## src/rtl/keypad_digit_entry_pkg.sv

```systemverilog
// Shared types and seven-segment lookup for the keypad digit-entry block.
package keypad_pkg;

  typedef enum logic [1:0] {
    KD_IDLE,
    KD_PRESS_WAIT,
    KD_HELD,
    KD_REL_WAIT
  } kd_state_t;

  // Segment order is {g,f,e,d,c,b,a}; decimal point is handled by the caller.
  localparam logic [6:0] SEG7 [16] = '{
    7'h3F, 7'h06, 7'h5B, 7'h4F, 7'h66, 7'h6D, 7'h7D, 7'h07,
    7'h7F, 7'h67, 7'h77, 7'h7C, 7'h39, 7'h5E, 7'h79, 7'h71
  };

  function automatic logic [6:0] hex_to_seg7(input logic [3:0] value);
    return SEG7[value];
  endfunction

endpackage

```

## src/rtl/keypad_digit_entry_if.sv

```systemverilog
// Key inputs and display/buffer outputs of the keypad digit-entry block.
interface keypad_digit_entry_if #(
  parameter int NKEYS  = 16,
  parameter int DIGITS = 8
);

  logic [NKEYS-1:0]    keys;
  logic                bksp;
  logic                clr;
  logic [4*DIGITS-1:0] digits;
  logic [8*DIGITS-1:0] seg;
  logic [3:0]          count;
  logic                full;
  logic                key_valid;
  logic [3:0]          key_code;
  logic                overflow;

  modport master (
    output keys, bksp, clr,
    input  digits, seg, count, full, key_valid, key_code, overflow
  );

  modport slave (
    input  keys, bksp, clr,
    output digits, seg, count, full, key_valid, key_code, overflow
  );

endinterface

```

## src/rtl/keypad_digit_entry_prienc.sv

```systemverilog
// NKEYS-to-4 priority encoder; the highest set key index wins.
module prienc_n #(
  parameter int NKEYS = 16
) (
  input  logic [NKEYS-1:0] keys,
  output logic [3:0]       code,
  output logic             strobe
);

  always_comb begin
    code = 4'h0;
    for (int i = 0; i < NKEYS; i++) begin
      if (keys[i]) code = 4'(i);
    end
    strobe = |keys;
  end

endmodule

```

## src/rtl/keypad_digit_entry.sv

```systemverilog
// Debounced keypad entry into a shifting hex digit buffer with backspace,
// clear and seven-segment outputs with leading-digit blanking.
module keypad_digit_entry
  import keypad_pkg::*;
#(
  parameter int NKEYS     = 16,
  parameter int DIGITS    = 8,
  parameter int DEBOUNCE  = 2,
  parameter int OVERWRITE = 0
) (
  input logic                  hz100,
  input logic                  reset,
  keypad_digit_entry_if.slave  bus
);

  localparam int DW = 4 * DIGITS;
  localparam int CW = (DEBOUNCE > 2) ? $clog2(DEBOUNCE) : 1;
  localparam logic [CW-1:0] CNT_LAST = CW'(DEBOUNCE - 1);

  logic [3:0]    raw_code;
  logic          raw_strobe;
  kd_state_t     state, next_state;
  logic [CW-1:0] cnt, cnt_next;
  logic [3:0]    cand, cand_next;
  logic          commit;

  logic [DW-1:0] digits_r;
  logic [3:0]    count_r;
  logic [3:0]    key_code_r;
  logic          key_valid_r;
  logic          overflow_r;
  logic          bksp_q, clr_q;
  logic          bksp_rise, clr_rise;
  logic          full_w;

  prienc_n #(.NKEYS(NKEYS)) u_prienc (
    .keys   (bus.keys),
    .code   (raw_code),
    .strobe (raw_strobe)
  );

  always_ff @(posedge hz100) begin
    if (reset) begin
      state <= KD_IDLE;
      cnt   <= '0;
      cand  <= 4'h0;
    end else begin
      state <= next_state;
      cnt   <= cnt_next;
      cand  <= cand_next;
    end
  end

  // Code changes while held are ignored; only a full release re-arms the FSM.
  always_comb begin
    next_state = state;
    cnt_next   = cnt;
    cand_next  = cand;
    commit     = 1'b0;
    case (state)
      KD_IDLE: begin
        if (raw_strobe) begin
          cand_next  = raw_code;
          cnt_next   = CW'(1);
          next_state = KD_PRESS_WAIT;
        end
      end
      KD_PRESS_WAIT: begin
        if (!raw_strobe || raw_code != cand) begin
          cnt_next   = '0;
          next_state = KD_IDLE;
        end else if (cnt == CNT_LAST) begin
          commit     = 1'b1;
          cnt_next   = '0;
          next_state = KD_HELD;
        end else begin
          cnt_next = cnt + CW'(1);
        end
      end
      KD_HELD: begin
        if (!raw_strobe) begin
          cnt_next   = CW'(1);
          next_state = KD_REL_WAIT;
        end
      end
      KD_REL_WAIT: begin
        if (raw_strobe) begin
          cnt_next   = '0;
          next_state = KD_HELD;
        end else if (cnt == CNT_LAST) begin
          cnt_next   = '0;
          next_state = KD_IDLE;
        end else begin
          cnt_next = cnt + CW'(1);
        end
      end
      default: next_state = KD_IDLE;
    endcase
  end

  assign bksp_rise = bus.bksp & ~bksp_q;
  assign clr_rise  = bus.clr & ~clr_q;
  assign full_w    = (count_r == 4'(DIGITS));

  // clr beats bksp beats commit; a dropped commit still reports its key.
  always_ff @(posedge hz100) begin
    if (reset) begin
      digits_r    <= '0;
      count_r     <= 4'h0;
      key_code_r  <= 4'h0;
      key_valid_r <= 1'b0;
      overflow_r  <= 1'b0;
      bksp_q      <= 1'b0;
      clr_q       <= 1'b0;
    end else begin
      bksp_q      <= bus.bksp;
      clr_q       <= bus.clr;
      key_valid_r <= commit;
      overflow_r  <= 1'b0;
      if (commit) key_code_r <= cand;
      if (clr_rise) begin
        digits_r <= '0;
        count_r  <= 4'h0;
      end else if (bksp_rise) begin
        if (count_r != 4'h0) begin
          digits_r <= digits_r >> 4;
          count_r  <= count_r - 4'd1;
        end
      end else if (commit) begin
        if (!full_w) begin
          digits_r <= DW'({digits_r, cand});
          count_r  <= count_r + 4'd1;
        end else if (OVERWRITE != 0) begin
          digits_r <= DW'({digits_r, cand});
        end else begin
          overflow_r <= 1'b1;
        end
      end
    end
  end

  assign bus.digits    = digits_r;
  assign bus.count     = count_r;
  assign bus.full      = full_w;
  assign bus.key_valid = key_valid_r;
  assign bus.key_code  = key_code_r;
  assign bus.overflow  = overflow_r;

  for (genvar i = 0; i < DIGITS; i++) begin : g_seg
    assign bus.seg[8*i+7:8*i] = (4'(i) < count_r)
                              ? {1'b0, hex_to_seg7(digits_r[4*i+3:4*i])}
                              : 8'h00;
  end

endmodule

```

## src/flat_wrapper.sv

```systemverilog
// flat-port wrapper written by rule: the top's interface ports become plain ports
module keypad_digit_entry_flat import keypad_pkg::*;
#(
  parameter int NKEYS     = 16,
  parameter int DIGITS    = 8,
  parameter int DEBOUNCE  = 2,
  parameter int OVERWRITE = 0
)
  (hz100, reset, bus_keys, bus_bksp, bus_clr, bus_digits, bus_seg, bus_count, bus_full, bus_key_valid, bus_key_code, bus_overflow);
  keypad_digit_entry_if #(.NKEYS(NKEYS), .DIGITS(DIGITS)) bus_i ();
  input logic hz100;
  input logic reset;
  input wire logic [$bits(bus_i.keys)-1:0] bus_keys;
  input wire logic [$bits(bus_i.bksp)-1:0] bus_bksp;
  input wire logic [$bits(bus_i.clr)-1:0] bus_clr;
  output wire logic [$bits(bus_i.digits)-1:0] bus_digits;
  output wire logic [$bits(bus_i.seg)-1:0] bus_seg;
  output wire logic [$bits(bus_i.count)-1:0] bus_count;
  output wire logic [$bits(bus_i.full)-1:0] bus_full;
  output wire logic [$bits(bus_i.key_valid)-1:0] bus_key_valid;
  output wire logic [$bits(bus_i.key_code)-1:0] bus_key_code;
  output wire logic [$bits(bus_i.overflow)-1:0] bus_overflow;
  assign bus_i.keys = bus_keys;
  assign bus_i.bksp = bus_bksp;
  assign bus_i.clr = bus_clr;
  assign bus_digits = bus_i.digits;
  assign bus_seg = bus_i.seg;
  assign bus_count = bus_i.count;
  assign bus_full = bus_i.full;
  assign bus_key_valid = bus_i.key_valid;
  assign bus_key_code = bus_i.key_code;
  assign bus_overflow = bus_i.overflow;
  keypad_digit_entry #(.NKEYS(NKEYS), .DIGITS(DIGITS), .DEBOUNCE(DEBOUNCE), .OVERWRITE(OVERWRITE)) u_core (.hz100(hz100), .reset(reset), .bus(bus_i));
endmodule
```

## config.mk

```make
export PLATFORM = sky130hd
export DESIGN_NAME = keypad_digit_entry_flat
export DESIGN_NICKNAME = d
export VERILOG_FILES = /design/src/rtl/keypad_digit_entry_pkg.sv /design/src/rtl/keypad_digit_entry_if.sv /design/src/rtl/keypad_digit_entry_prienc.sv /design/src/rtl/keypad_digit_entry.sv /design/src/flat_wrapper.sv
export SDC_FILE = /design/constraint.sdc
export NUM_CORES = 1
export LEC_CHECK = 0
export CAP_MARGIN = 15
export CORE_MARGIN = 2
export CORE_UTILIZATION = 30
export CTS_CLUSTER_SIZE = 20
export DETAILED_ROUTE_END_ITERATION = 10
export MAX_ROUTING_LAYER = met4
export SLEW_MARGIN = 20
export SYNTH_ARGS = -nofsm -noshare
export SYNTH_HDL_FRONTEND = slang
export SYNTH_HIERARCHICAL = 1
export SYNTH_SLANG_ARGS = --single-unit
```

## constraint.sdc

```tcl
create_clock -name hz100 -period 2.27 [get_ports hz100]
set_input_delay 0.454 -clock hz100 [delete_from_list [all_inputs] [get_ports hz100]]
set_output_delay 0.454 -clock hz100 [all_outputs]
set_load 0.02 [all_outputs]
```

Yosys cells after proc, flatten, opt, wreduce, memory -nomap -nowiden
Memory sizes are Yosys's and may differ from the RTL's.
Index checks and enable logic that the tools add are counted.
{ "word_totals": {"regBits": 51, "romBits": 896, "inputBits": 20, "wordCells": 137, "memories": 8} }
{ "memory_table": {"columns": ["memory", "words", "width", "read_ports", "rd_clocked_by_memory_dff", "write_ports", "line_no", "source"], "rows": [
  ["(no name shown)", 16, 7, 1, 0, 0, "keypad_digit_entry_pkg.sv:18", "return SEG7[value];"],
  ["(no name shown)", 16, 7, 1, 0, 0, "keypad_digit_entry_pkg.sv:18", null],
  ["(no name shown)", 16, 7, 1, 0, 0, "keypad_digit_entry_pkg.sv:18", null],
  ["(no name shown)", 16, 7, 1, 0, 0, "keypad_digit_entry_pkg.sv:18", null],
  ["(no name shown)", 16, 7, 1, 0, 0, "keypad_digit_entry_pkg.sv:18", null],
  ["(no name shown)", 16, 7, 1, 0, 0, "keypad_digit_entry_pkg.sv:18", null],
  ["+2 memories", null, null, null, null, null, null, null]
]} }
{ "classes": {"addsub": 3, "magnitude_cmp": 16, "eq_ne": 11, "mux": 64, "bitwise_logic": 13, "reduce_logical": 12} }
{ "op_table": {"columns": ["op", "count"], "rows": [
  ["$mux 7", 24],
  ["$mux 32", 4],
  ["$mux 4", 18],
  ["$ge 5x5->1 const B", 8],
  ["$not 4->5", 8],
  ["$lt 3x4->1 const A", 4],
  ["$reduce_or 16->1", 1],
  ["$mux 2", 6],
  ["$mux 1", 10],
  ["$lt 1x4->1 const A", 2],
  ["$lt 2x4->1 const A", 2],
  ["$pmux 2 s4", 1],
  ["$ne 3x1->1 const B", 2],
  ["$add 4x1->4 const B", 1],
  ["$eq 2x2->1 const B", 2],
  ["$eq 4x4->1 const B", 1],
  ["$ne 2x1->1 const B", 2],
  ["$ne 2x2->1 const B", 2],
  ["$ne 4x4->1", 1],
  ["$pmux 1 s4", 1],
  ["$reduce_and 2->1", 2],
  ["$reduce_and 4->1", 1],
  ["$reduce_bool 4->1", 1],
  ["$reduce_or 4->1", 1],
  ["11 further kinds", 14]
]} }

Logic depth before layout (Yosys ltp)
Gate-level depths: netlist (run 1).
{ "depth": {"depth_word": 21, "depth_mapped": 9, "mapped_depth_nobuf": 8} }

By module
The synthesis (run 1) kept the hierarchy.
{ "by_module_without_submodules": {"columns": ["module", "instances", "cells_per_inst", "area_each_um2"], "rows": [
  ["keypad_digit_entry", 1, 623, 4564.4],
  ["prienc_n", 1, 28, 170.2]
]} }

Worst setup path after synthesis (run 1)
OpenSTA, ideal clock, no wires.
{ "synth_timing": {"path_type": "reg2out", "startpoint": "reg u_core.count_r[1] (netlist: u_core/bus.count[1])", "endpoint": "out bus_seg[6]", "t_arrival_ns": 2.067, "t_required_ns": 1.816, "setup_slack_ns": -0.251, "path_stages_with_launch": 8, "path_buffers": 3, "cell_sequence": "dfxtp_1 > inv_1 > ha_1 > nor3b_1 > buf_2 > buf_2 > buf_2 > a221oi_1"} }
{ "synth_between": {"elab_chain_len": 2} }
{ "synth_lines": {"columns": ["element", "line_no", "source"], "rows": [
  ["from (decl)", "keypad_digit_entry.sv:28", "logic [3:0] count_r;"],
  ["from (signal assigned)", "keypad_digit_entry.sv:127", "count_r <= count_r - 4'd1;"],
  ["from (signal assigned)", "keypad_digit_entry.sv:132", "count_r <= count_r + 4'd1;"],
  ["$lt 1x4->1", "keypad_digit_entry.sv:150", "assign bus.seg[8*i+7:8*i] = (4'(i) < count_r)"],
  ["$mux 7", "keypad_digit_entry.sv:151", "? {1'b0, hex_to_seg7(digits_r[4*i+3:4*i])}"],
  ["to (decl)", "flat_wrapper.sv:17", "output wire logic [$bits(bus_i.seg)-1:0] bus_seg;"]
]} }
Every way passes these cells.

Worst setup path after layout (run 1)
{ "layout_timing": {"startpoint": "in bus_keys[9]", "endpoint": "reg u_core.cand[0]"} }
{ "layout_between": {"elab_chain_len": 7} }
{ "layout_lines": {"columns": ["element", "line_no", "source"], "rows": [
  ["from (decl)", "flat_wrapper.sv:13", "input wire logic [$bits(bus_i.keys)-1:0] bus_keys;"],
  ["$mux 4 (7 in a row)", "keypad_digit_entry_prienc.sv:13", "if (keys[i]) code = 4'(i);"],
  ["net u_core.raw_code[0]", "keypad_digit_entry.sv:20", "logic [3:0] raw_code;"],
  ["to (signal assigned)", "keypad_digit_entry.sv:50", "cand <= cand_next;"],
  ["to (decl)", "keypad_digit_entry.sv:24", "logic [3:0] cand, cand_next;"]
]} }
The timed path passes the listed nets, and every way through them passes these cells.
A chain may end at the register's enable or synchronous reset.

==> results.py, run 1 <==
metrics = {
    "status": {
        "status": "finished with violations",
        "violations": "negative setup slack",
    },
    "flow_run": {
        "cap_violations": 0,
    },
    "grt": {
        "grt_overflow": 0,
        "grt_max_degree": 37,
        "grt_pass1_wl_um": 23400,
        "grt.total_usage_pct": 17.2,
        "antenna_found_initial": 0,
        "first_global_vias": 4841,
    },
    "sta": {
        "max_slew_margin_pct": 65.7,
        "setup_ws_ps": -2.70,
        "slew_violations": 0,
        "fin_crit_ps": 2270,
        "rsz0062_at_grt": "yes",
        "skew_ps": 5.09,
        "fmax_ghz": 0.440,
        "worst_pin_slew_ps": 514,
        "finalSetupViolations": 1,
        "hold_viol": 0,
        "setup_tns_ps": -2.70,
        "fin_crit_sh_pct": 100,
    },
    "placed_design": {
        "hpwl_um": 10500,
        "gp_congestion": 0.825,
        "numPlacedInstances": 1061,
        "numPortBuffers": 118,
        "place_ws_ps": -596,
    },
    "synthesis": {
        "synth_area_mm2": 0.00473,
        "synth_cells": 651,
        "synth_edf_count": 0,
        "synth-seq-cells": 51,
        "ys_warn_count": 6,
        "ys.flop_type": "dfxtp_1",
        "synth_area_per_cell_um2": 7.27,
        "ys_async_sr_fraction_pct": 0,
        "synth.distinct_cells": 54,
        "seq_area_frac_synth_pct": 21.6,
    },
    "floorplan": {
        "fp.dieH_um": 130,
        "start_util_pct": 30.9,
        "io_pins": 127,
        "die_x_um": 130,
        "die_area_mm2": 0.0168,
        "coreArea_mm2": 0.0153,
        "rows": 45,
    },
    "critical_path": {
        "crit_type": "in -> reg",
        "r2r_slack_ps": 130,
        "required_ps": 2450,
        "critPathLaunchType": "primary input",
        "worstSetupEndpoint": "u_core/cand[0]",
        "startpoint": "bus_keys[9]",
        "r2r_cells": 10,
        "crit_arrival_ps": 2450,
        "path_max_fanout": 4,
        "end_kind": "flip-flop",
        "timing.rr.end": "u_core/bus.digits[12]",
        "r2r-start": "u_core/bus.count[0]",
    },
    "drt": {
        "post_drt_via_cell_ratio": 4.86,
        "vias": 5253,
        "first_pass_iters": 4,
        "drtAntennaViolNets": 0,
        "drt_iter0_markers": 248,
        "drc": 0,
        "wire_per_inst_um": 13.3,
        "routed_wl_um": 14400,
    },
    "clock_tree": {
        "clkLatencyLatePin_ps": 290,
        "cts.sinks": 51,
        "cts_buffer_depth": 2,
        "cts_tree": "done",
        "numCtsBuffers": 5,
        "root_buffer": "clkbuf_16",
        "h-tree-depth": 2,
        "path_clk_slew_ps": 70,
        "holdBufCountCts": 0,
    },
    "final_layout": {
        "syn2layout_area_growth_pct": 53.9,
        "drive_gt1_share_pct": 30.3,
        "nets": 933,
        "final_cells": 1081,
        "antenna_cells": 0,
        "postLayoutCoreUtil_pct": 47.6,
    },
    "power_and_ir_drop": {
        "ir_drop_uv": 272,
        "power_mw": 3.26,
        "p_per_area_mw_per_mm2": 447,
        "p_leak_nw": 3.40,
    },
    "worst_hold_path": {
        "hold_path_class": "reg -> reg",
    },
}
## kinds of logic (layout without fill, tap and decap cells)
family / Yosys count / in the layout / synth area share (%)
multiplexers: 46 / 46 / 10.0
XOR/XNOR: 5 / 5 / 0.925
flip-flops: 51 / 51 / 21.6
buffers and inverters: 85 / 297 / 7.90
AO/OA/AOI/OAI: 193 / 193 / 25.3
other: 1 / 8 / 0.0792
adder cells (fa/ha/maj): 44 / 44 / 11.6
AND/OR/NAND/NOR: 226 / 226 / 22.6
## synth_stat cells (5+ instances only)
library cell / count / area [µm²]
nand3_1: 11 / 55.1
xor2_1: 5 / 43.8
o32ai_1: 7 / 61.3
nand2b_1: 9 / 56.3
ha_1: 44 / 551
mux2i_1: 35 / 350
nand2_1: 53 / 199
dfxtp_1: 51 / 1020
nor3_1: 21 / 105
inv_1: 32 / 120
a211oi_1: 23 / 173
nor2_1: 89 / 334
nor2b_1: 22 / 138
buf_4: 9 / 67.6
clkbuf_1: 36 / 135
o21ai_0: 44 / 220
mux2_2: 11 / 124
a311oi_1: 5 / 43.8
a221oi_1: 12 / 105
a21oi_1: 75 / 375
## critical path, stage by stage
cell and delay [ps]:
buf_8 100, or3b_4 400, a311oi_4 340, a31oi_4 70
buf_4 150, buf_4 120, buf_4 130, buf_4 120
buf_4 120, buf_4 120, buf_4 120, buf_4 120
nand2_2 50, a21oi_2 40
## worst min path at each step
stage | end | from | cells after the start | slack, ps
2_1_floorplan | u_core/state[1] | u_core/state[1] | 2 | 470
3_3_place_gp | u_core/bus.key_code[1] | u_core/bus.key_code[1] | 2 | 490
3_5_place_dp | u_core/bus.key_code[3] | u_core/bus.key_code[3] | 2 | 490
4_1_cts | u_core/state[1] | u_core/state[1] | 2 | 510
5_1_grt | u_core/cand[3] | u_core/cand[3] | 2 | 540
6_report | u_core/state[1] | u_core/state[1] | 2 | 510
## where the power goes
| part | internal (mW) | switching (mW) |
|---|---|---|
| logic | 0.658 | 0.797 |
| registers | 0.941 | 0.0638 |
| clock network | 0.470 | 0.326 |
| total | 2.07 | 1.19 |
## final cells by class
type	instances	area (µm²)
tap	211	264
inverter	32	120
sequential	51	1030
clock buffer	8	156
multi-input combinational	522	3630
fill	1572	8030
timing repair buffer	257	2080
## per-stage QoR
| step | hold WS (ps) | area (µm²) |
|---|---|---|
| 2_1_floorplan | 475 | 4800 |
| 3_3_place_gp | 491 | 6990 |
| 3_5_place_dp | 488 | 6990 |
| 4_1_cts | 508 | 7290 |
| 5_1_grt | 544 | 7290 |
| 6_report | 508 | 7290 |
## cell usage in the layout, fill, tap and decap left out, types with 4 or more instances in the layout
cell type | Yosys | routed
nor2_1 | 89 | 84
inv_1 | 32 | 31
clkbuf_2 | 1 | 30
dfxtp_2 | 0 | 4
a21oi_2 | 0 | 5
clkdlybuf4s50_1 | 0 | 46
a211oi_1 | 23 | 20
clkbuf_16 | 0 | 5
buf_6 | 2 | 9
mux2_2 | 11 | 11
buf_4 | 9 | 127
nand3_1 | 11 | 9
a311oi_1 | 5 | 4
o31ai_1 | 4 | 4
nor2_2 | 0 | 5
nor3_1 | 21 | 20
a221oi_1 | 12 | 11
nand2_1 | 53 | 50
o32ai_1 | 7 | 5
a21oi_1 | 75 | 69
buf_12 | 0 | 4
nor2b_1 | 22 | 20
dfxtp_1 | 51 | 46
o21ai_0 | 44 | 43
ha_1 | 44 | 41
mux2i_1 | 35 | 33
nand2b_1 | 9 | 7
clkdlybuf4s15_1 | 0 | 7
buf_2 | 4 | 15
dlygate4sd2_1 | 0 | 16
conb_1 | 1 | 8
## timing repair
action | CTS | global route
setup endpoints to repair | 101 | 93
resized for setup | 152 | 137
pin swaps | 16 | 26
gates cloned | 1 | 0
buffers inserted | 12 | 1
## metal layers
metal | vias to the layer above | GRT usage [%] | part of all wire, %
met5 | - | - | 0
met4 | 0 | 2.53 | 0.58
met3 | 9 | 2.77 | 3.8
met2 | 115 | 27.4 | 46
met1 | 2395 | 23.6 | 49
li1 | 2734 | - | -
## sequential cells by signal, indices dropped and copies added (netlist names)
name                  flops
u_core/bus.digits        32
u_core/bus.count          4
u_core/bus.key_code       4
u_core/cand               4
u_core/state              2
u_core/bksp_q             1
u_core/bus.key_valid      1
u_core/bus.overflow       1
u_core/clr_q              1
u_core/cnt                1
Power figures use the tool's default switching activity.
==> inputs of run 2 (changes only) <==
--- a/config.mk
+++ b/config.mk
@@ -5,9 +5,10 @@
 export SDC_FILE = /design/constraint.sdc
 export NUM_CORES = 1
 export LEC_CHECK = 0
+export ABC_AREA = 1
 export CAP_MARGIN = 15
 export CORE_MARGIN = 2
-export CORE_UTILIZATION = 30
+export CORE_UTILIZATION = 35
 export CTS_CLUSTER_SIZE = 20
 export DETAILED_ROUTE_END_ITERATION = 10
 export MAX_ROUTING_LAYER = met4
==> constraint.sdc (replaced) <==
create_clock -name hz100 -period 2.27 [get_ports hz100]
set_input_delay 0.3405 -clock hz100 [delete_from_list [all_inputs] [get_ports hz100]]
set_output_delay 0.3405 -clock hz100 [all_outputs]
set_load 0.02 [all_outputs]
==> run 2 against run 1 <==
Compared with the run above:
- the run now ends clean
- critical path depth shrank 7
- final area fell by 9.1%
- utilization is 4.7 points higher
- sequential power is 9% lower
- first-iteration DRC count increased by 37%
- total power down 43%
- wire length increased by 1.2%
- clock power down 7.3%
- combinational power shrank 86%
- hold slack worse by 1.8 ps
- cell count is 3.9% lower
- register-to-register slack gained 60 ps
==> results.py, run 2 <==
metrics = {
    "status": {
        "status": "completed",
    },
    "drt": {
        "routed_wl_um": 14500,
        "drt_iter0_markers": 340,
        "wire_per_inst_um": 14.0,
        "vias": 5362,
        "drc": 0,
        "first_pass_iters": 5,
        "drtAntennaViolNets": 0,
        "post_drt_via_cell_ratio": 5.16,
    },
    "floorplan": {
        "start_util_pct": 36.0,
        "fp.dieH_um": 118,
        "rows": 41,
        "die_x_um": 118,
        "die_area_mm2": 0.0140,
        "coreArea_mm2": 0.0127,
        "io_pins": 127,
    },
    "sta": {
        "fmax_ghz": 0.451,
        "max_slew_margin_pct": 50.4,
        "finalSetupViolations": 0,
        "skew_ps": 6.13,
        "slew_violations": 0,
        "worst_pin_slew_ps": 739,
        "hold_viol": 0,
        "setup_ws_ps": 53.3,
        "rsz0062_at_grt": "yes",
        "fin_crit_ps": 2220,
        "fin_crit_sh_pct": 97.7,
    },
    "final_layout": {
        "largest_reg_flops": 32,
        "postLayoutCoreUtil_pct": 52.3,
        "mostFrequentLayoutCells": "nand2_1 (114), o21ai_0 (79), inv_1 (71)",
        "nets": 930,
        "final_common_cell": "nand2_1",
        "antenna_cells": 0,
        "final_area_mm2": 0.00662,
        "final_cells": 1039,
        "n_fill_cell": 1270,
        "drive_gt1_share_pct": 18.5,
        "syn2layout_area_growth_pct": 45.1,
    },
    "synthesis": {
        "ys.flop_type": "dfxtp_1",
        "yosys.area_share.simple_pct": 28.6,
        "synth_top_family_by_area": "simple AND/OR/NAND/NOR gates",
        "synth_area_mm2": 0.00457,
        "synth_cells": 710,
        "ys_warn_count": 6,
        "synth.distinct_cells": 38,
        "yosys.area_share.xor_xnor_pct": 1.15,
        "synth-seq-cells": 51,
        "netlist_top_cells_count": "nand2_1 (131), o21ai_0 (81), a21oi_1 (74), inv_1 (72), nor2_1 (65)",
        "synth_fa_ha_area_share_pct": 12.1,
        "muxShareOfSynthArea_pct": 0,
        "yosysMostFrequentCell": "nand2_1",
        "synth-compound-area-share_pct": 22.7,
        "ys_async_sr_fraction_pct": 0,
        "yosysTopAreaCell": "dfxtp_1",
        "synth_edf_count": 0,
        "synth_area_leaders": "dfxtp_1 (22%), ha_1 (12%), nand2_1 (11%)",
        "seq_area_frac_synth_pct": 22.4,
        "synth_top_area_share_pct": 22.4,
        "synth_area_per_cell_um2": 6.43,
    },
    "critical_path": {
        "path_max_fanout": 7,
        "r2r-start": "u_core/bus.count[0]",
        "r2r_cells": 12,
        "worstSetupEndpoint": "bus_seg[1]",
        "crit_arrival_ps": 1880,
        "timing.rr.end": "u_core/bus.count[1]",
        "end_kind": "output pin",
        "required_ps": 1930,
        "crit_type": "reg -> out",
        "r2r_slack_ps": 190,
        "critPathLaunchType": "flip-flop",
        "startpoint": "u_core/bus.count[0]",
    },
    "worst_hold_path": {
        "hold_path_class": "reg -> reg",
    },
    "grt": {
        "grt_overflow": 0,
        "grt_pass1_wl_um": 24000,
        "first_global_vias": 4966,
        "antenna_found_initial": 0,
        "grt_max_degree": 41,
        "grt.total_usage_pct": 20.6,
    },
    "placed_design": {
        "hpwl_um": 10400,
        "numPlacedInstances": 1023,
        "gp_congestion": 0.923,
        "dpl_cell_area_mm2": 0.00620,
        "numPortBuffers": 118,
        "place_ws_ps": -369,
    },
    "clock_tree": {
        "h-tree-depth": 2,
        "cts_tree": "done",
        "root_buffer": "clkbuf_16",
        "holdBufCountCts": 0,
        "numCtsBuffers": 5,
        "cts_buffer_depth": 2,
        "path_clk_slew_ps": 70,
        "clkLatencyLatePin_ps": 290,
        "cts.sinks": 51,
    },
    "power_and_ir_drop": {
        "ir_drop_uv": 280,
        "p_leak_nw": 3.07,
        "p_per_area_mw_per_mm2": 281,
    },
    "flow_run": {
        "cap_violations": 0,
    },
}
==> run 2: cell types whose count changed after synthesis, sizes merged, moves of 11 or more <==
| cell | delta |
|---|---|
| a211oi | -15 |
| a221oi | -12 |
| buf | +19 |
| clkbuf | -29 |
| inv | +49 |
| mux2 | -11 |
| mux2i | -35 |
| nand2 | +79 |
| nand3 | +45 |
| nor2 | -18 |
| nor2b | -22 |
| o21ai | +40 |
==> run 2: where the power goes <==
group / switching, mW / total, mW / internal (mW) / leakage, nW
Clock: 0.330 / 0.738 / 0.409 / 0.0679
Combinational: 0.125 / 0.207 / 0.0824 / 2.59
Sequential: 0.0118 / 0.918 / 0.906 / 0.416
Total: 0.467 / 1.86 / 1.40 / 3.07
==> run 2: logic make-up (layout without fill, tap and decap cells) <==
| kind of cell | Yosys count | count (layout) |
|---|---|---|
| simple gates | 293 | 293 |
| compound gates | 189 | 189 |
| buf+inv | 126 | 276 |
| flops | 51 | 51 |
| fa+ha+maj | 44 | 44 |
| xor+xnor | 6 | 6 |
| other cells | 1 | 8 |
==> run 2: final cells by class <==
type                       instances  area [µm²]  share of cell area (%)
multi-input combinational        540        3190                    48.2
timing repair buffer             184        1720                    26.0
sequential                        51        1030                    15.5
inverter                          83         319                    4.82
tap                              172         215                    3.25
clock buffer                       7         133                    2.00
timing repair inverter             1        7.51                   0.113
clock inverter                     1        5.00                  0.0756
==> run 2: critical path, cell delays in order (launching register included) <==
cell and delay [ps]:
dfxtp_1 360, inv_1 80, ha_1 200, inv_1 150, buf_4 150, nor2_4 50, a311oi_2 280, clkdlybuf4s15_2 300
==> run 2: layer usage <==
metal / vias up / track usage, % / part of all wire (%)
met1: 2497 / 27.1 / 46
li1: 2670 / - / -
met4: 0 / 5.42 / 1.3
met2: 177 / 33.4 / 47
met3: 18 / 2.85 / 5.4
met5: - / - / 0
==> run 2: per-stage QoR <==
step | TNS (ps) | hold WS (ps) | power (mW)
2_1_floorplan | 0 | 410 | 1.06
3_3_place_gp | -13180 | 487 | 1.13
3_5_place_dp | -15450 | 485 | 1.13
4_1_cts | 0 | 513 | 1.87
5_1_grt | -534 | 527 | 1.94
6_report | 0 | 506 | 1.86
==> run 2: repair_timing <==
action                     in CTS  in global routing
buffers inserted                2                  2
setup endpoints to repair      95                 66
pin swaps                       6                 29
gates cloned                    4                  1
resized for setup             102                 98
==> run 2: how the worst min path moves through the flow <==
stage	startpoint	to	depth (start not counted)
2_1_floorplan	reset	u_core/state[1]	1
3_3_place_gp	u_core/bus.key_code[0]	u_core/bus.key_code[0]	2
3_5_place_dp	u_core/bus.key_code[0]	u_core/bus.key_code[0]	2
4_1_cts	u_core/bus.key_code[0]	u_core/bus.key_code[0]	2
5_1_grt	u_core/bus.key_code[0]	u_core/bus.key_code[0]	2
6_report	u_core/cand[1]	u_core/bus.key_code[1]	2
